$ cat src/rtl/saturating_adder_pkg.sv
// Shared constants and the saturating-add helper for saturating_adder.
// Operands are zero-extended to MAX_WIDTH, so WIDTH must not exceed MAX_WIDTH.
package saturating_adder_pkg;

  localparam int unsigned DEFAULT_WIDTH     = 8;
  localparam int unsigned DEFAULT_CNT_WIDTH = 16;
  localparam int unsigned MAX_WIDTH         = 64;

  typedef logic [MAX_WIDTH-1:0] wide_t;

  typedef struct packed {
    wide_t result;
    logic  sat;
  } sat_result_t;

  // One extra bit keeps the carry, so any carry-out compares above max.
  function automatic sat_result_t sat_add(input wide_t a, input wide_t b, input wide_t max);
    logic [MAX_WIDTH:0] sum;
    sat_result_t        r;
    sum      = {1'b0, a} + {1'b0, b};
    r.sat    = sum > {1'b0, max};
    r.result = r.sat ? max : sum[MAX_WIDTH-1:0];
    return r;
  endfunction

endpackage

$ cat src/rtl/saturating_adder_sat_counter.sv
// Saturating up-counter with synchronous active-high reset and count enable.
module sat_counter #(
  parameter int unsigned W = 16
) (
  input  logic         clk,
  input  logic         rst,
  input  logic         en,
  output logic [W-1:0] count
);

  always_ff @(posedge clk) begin
    if (rst)
      count <= '0;
    else if (en && (count != '1))
      count <= count + 1'b1;
  end

endmodule

$ cat src/rtl/saturating_adder.sv
// Unsigned saturating adder with registered copy and optional saturation-event
// counter, built only when SATURATING_ADDER_COUNT_EN is defined.
module saturating_adder
  import saturating_adder_pkg::*;
#(
  parameter int unsigned WIDTH     = DEFAULT_WIDTH,
  parameter int unsigned CNT_WIDTH = DEFAULT_CNT_WIDTH
) (
  input  logic                 clk,
  input  logic                 rst,
  input  logic [WIDTH-1:0]     a_i,
  input  logic [WIDTH-1:0]     b_i,
  input  logic [WIDTH-1:0]     max_i,
  output logic [WIDTH-1:0]     output__,
  output logic                 sat_o,
  output logic [WIDTH-1:0]     result_q_o,
  output logic                 sat_q_o,
  output logic [CNT_WIDTH-1:0] sat_count_o
);

  sat_result_t r;

  always_comb begin
    r = sat_add(wide_t'(a_i), wide_t'(b_i), wide_t'(max_i));
  end

  assign output__ = WIDTH'(r.result);
  assign sat_o    = r.sat;

  always_ff @(posedge clk) begin
    if (rst) begin
      result_q_o <= '0;
      sat_q_o    <= 1'b0;
    end else begin
      result_q_o <= output__;
      sat_q_o    <= sat_o;
    end
  end

`ifdef SATURATING_ADDER_COUNT_EN
  sat_counter #(
    .W(CNT_WIDTH)
  ) u_sat_counter (
    .clk  (clk),
    .rst  (rst),
    .en   (sat_o),
    .count(sat_count_o)
  );
`else
  assign sat_count_o = '0;
`endif

endmodule

$ cat config.mk
export PLATFORM = sky130hd
export DESIGN_NAME = saturating_adder
export DESIGN_NICKNAME = d
export VERILOG_FILES = /design/src/rtl/saturating_adder_pkg.sv /design/src/rtl/saturating_adder_sat_counter.sv /design/src/rtl/saturating_adder.sv
export SDC_FILE = /design/constraint.sdc
export NUM_CORES = 1
export LEC_CHECK = 0
export BUFFER_PORTS_ARGS = -buffer_cell sky130_fd_sc_hd__buf_2
export CAP_MARGIN = 20
export CORE_UTILIZATION = 45
export DETAILED_ROUTE_END_ITERATION = 10
export MAX_ROUTING_LAYER = met4
export PLACE_DENSITY_LB_ADDON = 0.25
export SLEW_MARGIN = 20
export SYNTH_ARGS = -nofsm -noshare
export SYNTH_HDL_FRONTEND = slang
export SYNTH_SLANG_ARGS = --single-unit
$ cat constraint.sdc
create_clock -name clk -period 3.7 [get_ports clk]
set_clock_uncertainty 0.1 [all_clocks]
set_input_delay 0.185 -clock clk [delete_from_list [all_inputs] [get_ports clk]]
set_output_delay 0.185 -clock clk [all_outputs]
set_load 0.02 [all_outputs]
==> impl_metrics.xml <==
<?xml version="1.0" encoding="UTF-8"?>
<metrics>
  <group name="route">
    <metric name="route.detailed.drc" unit="">0</metric>
    <metric name="initialDrtViolationCount" unit="">26</metric>
    <metric name="detail_route.wl_per_cell" unit="um">11.6</metric>
    <metric name="antenna_violating_nets_left" unit="">0</metric>
    <metric name="wirelength" unit="mm">2.38</metric>
    <metric name="first_pass_iters" unit="">4</metric>
    <metric name="routed-via-count" unit="">1102</metric>
    <metric name="viasPerCell" unit="">5.38</metric>
  </group>
  <group name="pwr">
    <metric name="netSwitchingFraction" unit="%">48.3</metric>
    <metric name="combinationalPowerShare" unit="%">67.1</metric>
    <metric name="peak_supply_drop" unit="V">0.000215</metric>
    <metric name="seq_power_share" unit="%">20.5</metric>
    <metric name="netSwitchingPower" unit="uW">281</metric>
    <metric name="power.static_leakage" unit="uW">0.000701</metric>
    <metric name="p_int" unit="uW">300</metric>
    <metric name="power_per_cell_area" unit="nW/um2">436</metric>
    <metric name="pwr-share-clk" unit="%">12.3</metric>
  </group>
  <group name="timing">
    <metric name="tns" unit="ps">0</metric>
    <metric name="finalHoldViolations" unit="">0</metric>
    <metric name="post-route-period-util" unit="%">95.9</metric>
    <metric name="fin_ws" unit="ps">152</metric>
    <metric name="setup_viol" unit="">0</metric>
    <metric name="finalCriticalPeriod" unit="ps">3550</metric>
    <metric name="grt_setup_unrepaired" unit="">false</metric>
    <metric name="drv_slew" unit="">0</metric>
    <metric name="max_clock_freq" unit="MHz">282</metric>
  </group>
  <group name="die">
    <metric name="io_pins" unit="">60</metric>
    <metric name="die_x" unit="um">51.8</metric>
    <metric name="fp-row-count" unit="">17</metric>
    <metric name="floorplan.initialDensity" unit="%">49.0</metric>
    <metric name="die_h" unit="um">51.8</metric>
    <metric name="core_area" unit="um2">2280</metric>
    <metric name="floorplan.die_area" unit="um2">2680</metric>
  </group>
  <group name="min_path">
    <metric name="hold_path_end" unit="">result_q_o[2]</metric>
    <metric name="worst_min_delay_path_startpoint" unit="">rst</metric>
    <metric name="timing.hold.worst.class" unit="">primary input to flip-flop</metric>
    <metric name="worst_hold_path.num_cells" unit="">2</metric>
  </group>
  <group name="global_route">
    <metric name="grt_util_all_layers" unit="%">19.1</metric>
    <metric name="grt_first_pass_wirelength" unit="mm">3.84</metric>
    <metric name="maximum_number_of_pins_on_one_net_before_global_route_repair" unit="">10</metric>
    <metric name="grt_pass1_vias" unit="">936</metric>
    <metric name="antenna_found_initial" unit="">0</metric>
    <metric name="grt_overflow" unit="">0</metric>
  </group>
  <group name="logic_synthesis">
    <metric name="synth-seq-area-share" unit="%">16.1</metric>
    <metric name="number_of_enable_flip_flop_cells_after_synthesis" unit="">0</metric>
    <metric name="postSynthCellCount" unit="">132</metric>
    <metric name="netlist-cell-type-count" unit="">39</metric>
    <metric name="synth_area_leader_cell" unit="">sky130_fd_sc_hd__ha_1</metric>
    <metric name="syn_area" unit="um2">1120</metric>
    <metric name="cells_taking_the_most_area_after_synthesis" unit="">sky130_fd_sc_hd__ha_1 18%, sky130_fd_sc_hd__dfxtp_1 16%, sky130_fd_sc_hd__buf_4 11%</metric>
    <metric name="synthesis.yosys.warnings" unit="">0</metric>
    <metric name="asyncSetResetFlopFracSynth" unit="%">0</metric>
    <metric name="yosys.area.top_type_share" unit="%">17.9</metric>
    <metric name="synth_most_common_cell" unit="">sky130_fd_sc_hd__buf_4</metric>
    <metric name="ys_seq_elements" unit="">9</metric>
    <metric name="synth_commonest_cells" unit="">17 x sky130_fd_sc_hd__buf_4, 16 x sky130_fd_sc_hd__ha_1, 10 x sky130_fd_sc_hd__a21oi_1, 10 x sky130_fd_sc_hd__inv_1, 9 x sky130_fd_sc_hd__dfxtp_1</metric>
    <metric name="avgSynthCellArea" unit="um2">8.46</metric>
    <metric name="ys.flop_type" unit="">sky130_fd_sc_hd__dfxtp_1</metric>
  </group>
  <group name="cells_and_area">
    <metric name="nNetsFinal" unit="">221</metric>
    <metric name="antennaDiodeCount" unit="">0</metric>
    <metric name="final_core_utilization" unit="%">58.5</metric>
    <metric name="layout-drive-gt1-share" unit="%">32.2</metric>
    <metric name="area_delta_synth_final" unit="%">19.4</metric>
    <metric name="final_cell_count_no_fill" unit="">205</metric>
    <metric name="fillers" unit="">208</metric>
    <metric name="fin_area" unit="um2">1330</metric>
  </group>
  <group name="clock_network">
    <metric name="clock_pin_slew_on_the_worst_setup_and_hold_paths" unit="ps">60</metric>
    <metric name="clk_root_buffer_cell" unit="">sky130_fd_sc_hd__clkbuf_4</metric>
    <metric name="cts_htree_levels" unit="">1</metric>
    <metric name="cts_num_sinks" unit="">9</metric>
    <metric name="cts_tree" unit="">built</metric>
    <metric name="post_cts.repair.setup_buffers" unit="">0</metric>
    <metric name="cts-buffers-inserted" unit="">3</metric>
    <metric name="cts.path.max_buffers" unit="">2</metric>
  </group>
  <group name="setup_path">
    <metric name="worstPathRequired" unit="ps">3410</metric>
    <metric name="nature_of_the_critical_path_startpoint" unit="">primary input</metric>
    <metric name="critical_path.max_fanout" unit="">8</metric>
    <metric name="cp_data_arrival_time" unit="ps">3260</metric>
    <metric name="setup.worst_path.end_class" unit="">primary output</metric>
    <metric name="setup.worst_path.class" unit="">primary input to primary output</metric>
  </group>
  <group name="placement">
    <metric name="portBuffers" unit="">43</metric>
    <metric name="place_hpwl" unit="mm">2.00</metric>
    <metric name="placedCellCount" unit="">201</metric>
    <metric name="detailedPlace.worstSlack" unit="ps">161</metric>
    <metric name="placed_cell_area" unit="um2">1290</metric>
    <metric name="placer_congestion" unit="">0.839</metric>
  </group>
  <group name="run_status">
    <metric name="outcome" unit="">finished, final reports clean</metric>
  </group>
  <group name="run">
    <metric name="maxCapViolations" unit="">0</metric>
  </group>
</metrics>
-- cell usage in the layout (no fill, tap or decap), types with 2 or more instances in the layout --
master and n:
sky130_fd_sc_hd__buf_2 43, sky130_fd_sc_hd__ha_1 16, sky130_fd_sc_hd__o21a_1 2, sky130_fd_sc_hd__a21oi_1 10
sky130_fd_sc_hd__a211oi_2 3, sky130_fd_sc_hd__nand2_1 7, sky130_fd_sc_hd__nand4_1 3, sky130_fd_sc_hd__conb_1 16
sky130_fd_sc_hd__o21ai_0 6, sky130_fd_sc_hd__a211oi_1 3, sky130_fd_sc_hd__nor3b_1 2, sky130_fd_sc_hd__xnor2_1 3
sky130_fd_sc_hd__o21ai_1 8, sky130_fd_sc_hd__inv_1 10, sky130_fd_sc_hd__nand3_1 7, sky130_fd_sc_hd__a21o_1 3
sky130_fd_sc_hd__dfxtp_1 9, sky130_fd_sc_hd__clkbuf_4 3
-- final cells by class --
class                           count  area, um2  share of cell area (%)
Multi-Input combinational cell    111        838                    62.9
Timing Repair Buffer               43        215                    16.2
Sequential cell                     9        180                    13.5
Inverter                           10       37.5                    2.82
Tap cell                           28       35.0                    2.63
Clock buffer                        4       26.3                    1.97
-- layer usage --
layer | GRT usage [%] | part of all wire, % | vias up
met5 | - | 0 | -
met4 | 8.56 | 1.6 | 0
met3 | 2.34 | 6.3 | 4
met2 | 34.2 | 48 | 41
met1 | 21.1 | 44 | 501
li1 | - | - | 556
-- stage by stage --
| step | hold WS [ps] | power (uW) |
|---|---|---|
| floorplan | 276 | 415 |
| global placement | 379 | 495 |
| detailed placement | 383 | 501 |
| CTS | 117 | 575 |
| global route | 143 | 629 |
| finish | 126 | 581 |
-- worst max-delay path by stage --
stage	slack, ps	cells past startpoint	start	to
floorplan	370	11	a_i[0]	output__[2]
global placement	230	13	a_i[0]	output__[7]
detailed placement	160	13	a_i[0]	output__[2]
CTS	150	13	a_i[0]	output__[2]
global route	1	13	a_i[0]	output__[7]
finish	150	13	a_i[0]	output__[7]
-- what timing repair did --
action                                  in CTS  in global routing
hold buffers                                 0                  0
endpoints found under the setup margin       0                  7
hold endpoints to repair                     0                  0
gates resized for setup                      0                  1
-- power groups by stage --
| stage | clock network [uW] | logic [uW] | registers [uW] |
|---|---|---|---|
| after global routing | 80.0 | 427 | 121 |
| after detailed placement | 0 | 379 | 122 |
| after CTS | 75.1 | 380 | 120 |
| final | 71.8 | 390 | 119 |
| after global placement | 0 | 374 | 122 |
| after floorplan | 0 | 266 | 148 |
-- registers in the layout (all words and copies together) (netlist names) --
name,cells
sat_q_o,1
result_q_o,8
-- cells by family (layout without fill, tap and decap cells) --
logic type,after synthesis,count (layout),share of synthesized area [%]
AO/OA/AOI/OAI,46,46,31.4
AND/OR/NAND/NOR,28,28,14.5
flip-flops,9,9,16.1
other,1,16,0.336
buffers and inverters,27,57,14.8
adder cells (fa/ha/maj),17,17,19.7
XOR/XNOR,4,4,3.14
-- critical path: stages --
cell,delay (ps)
sky130_fd_sc_hd__buf_2,100
sky130_fd_sc_hd__ha_1,230
sky130_fd_sc_hd__fa_1,440
sky130_fd_sc_hd__a211oi_2,330
sky130_fd_sc_hd__or3b_2,190
sky130_fd_sc_hd__nand3_1,100
sky130_fd_sc_hd__ha_1,340
sky130_fd_sc_hd__a211oi_2,220
sky130_fd_sc_hd__or2b_1,290
sky130_fd_sc_hd__o221a_2,350
sky130_fd_sc_hd__o21ai_1,190
sky130_fd_sc_hd__o21a_1,140
sky130_fd_sc_hd__buf_2,150
(Power assumes the default switching activity.)
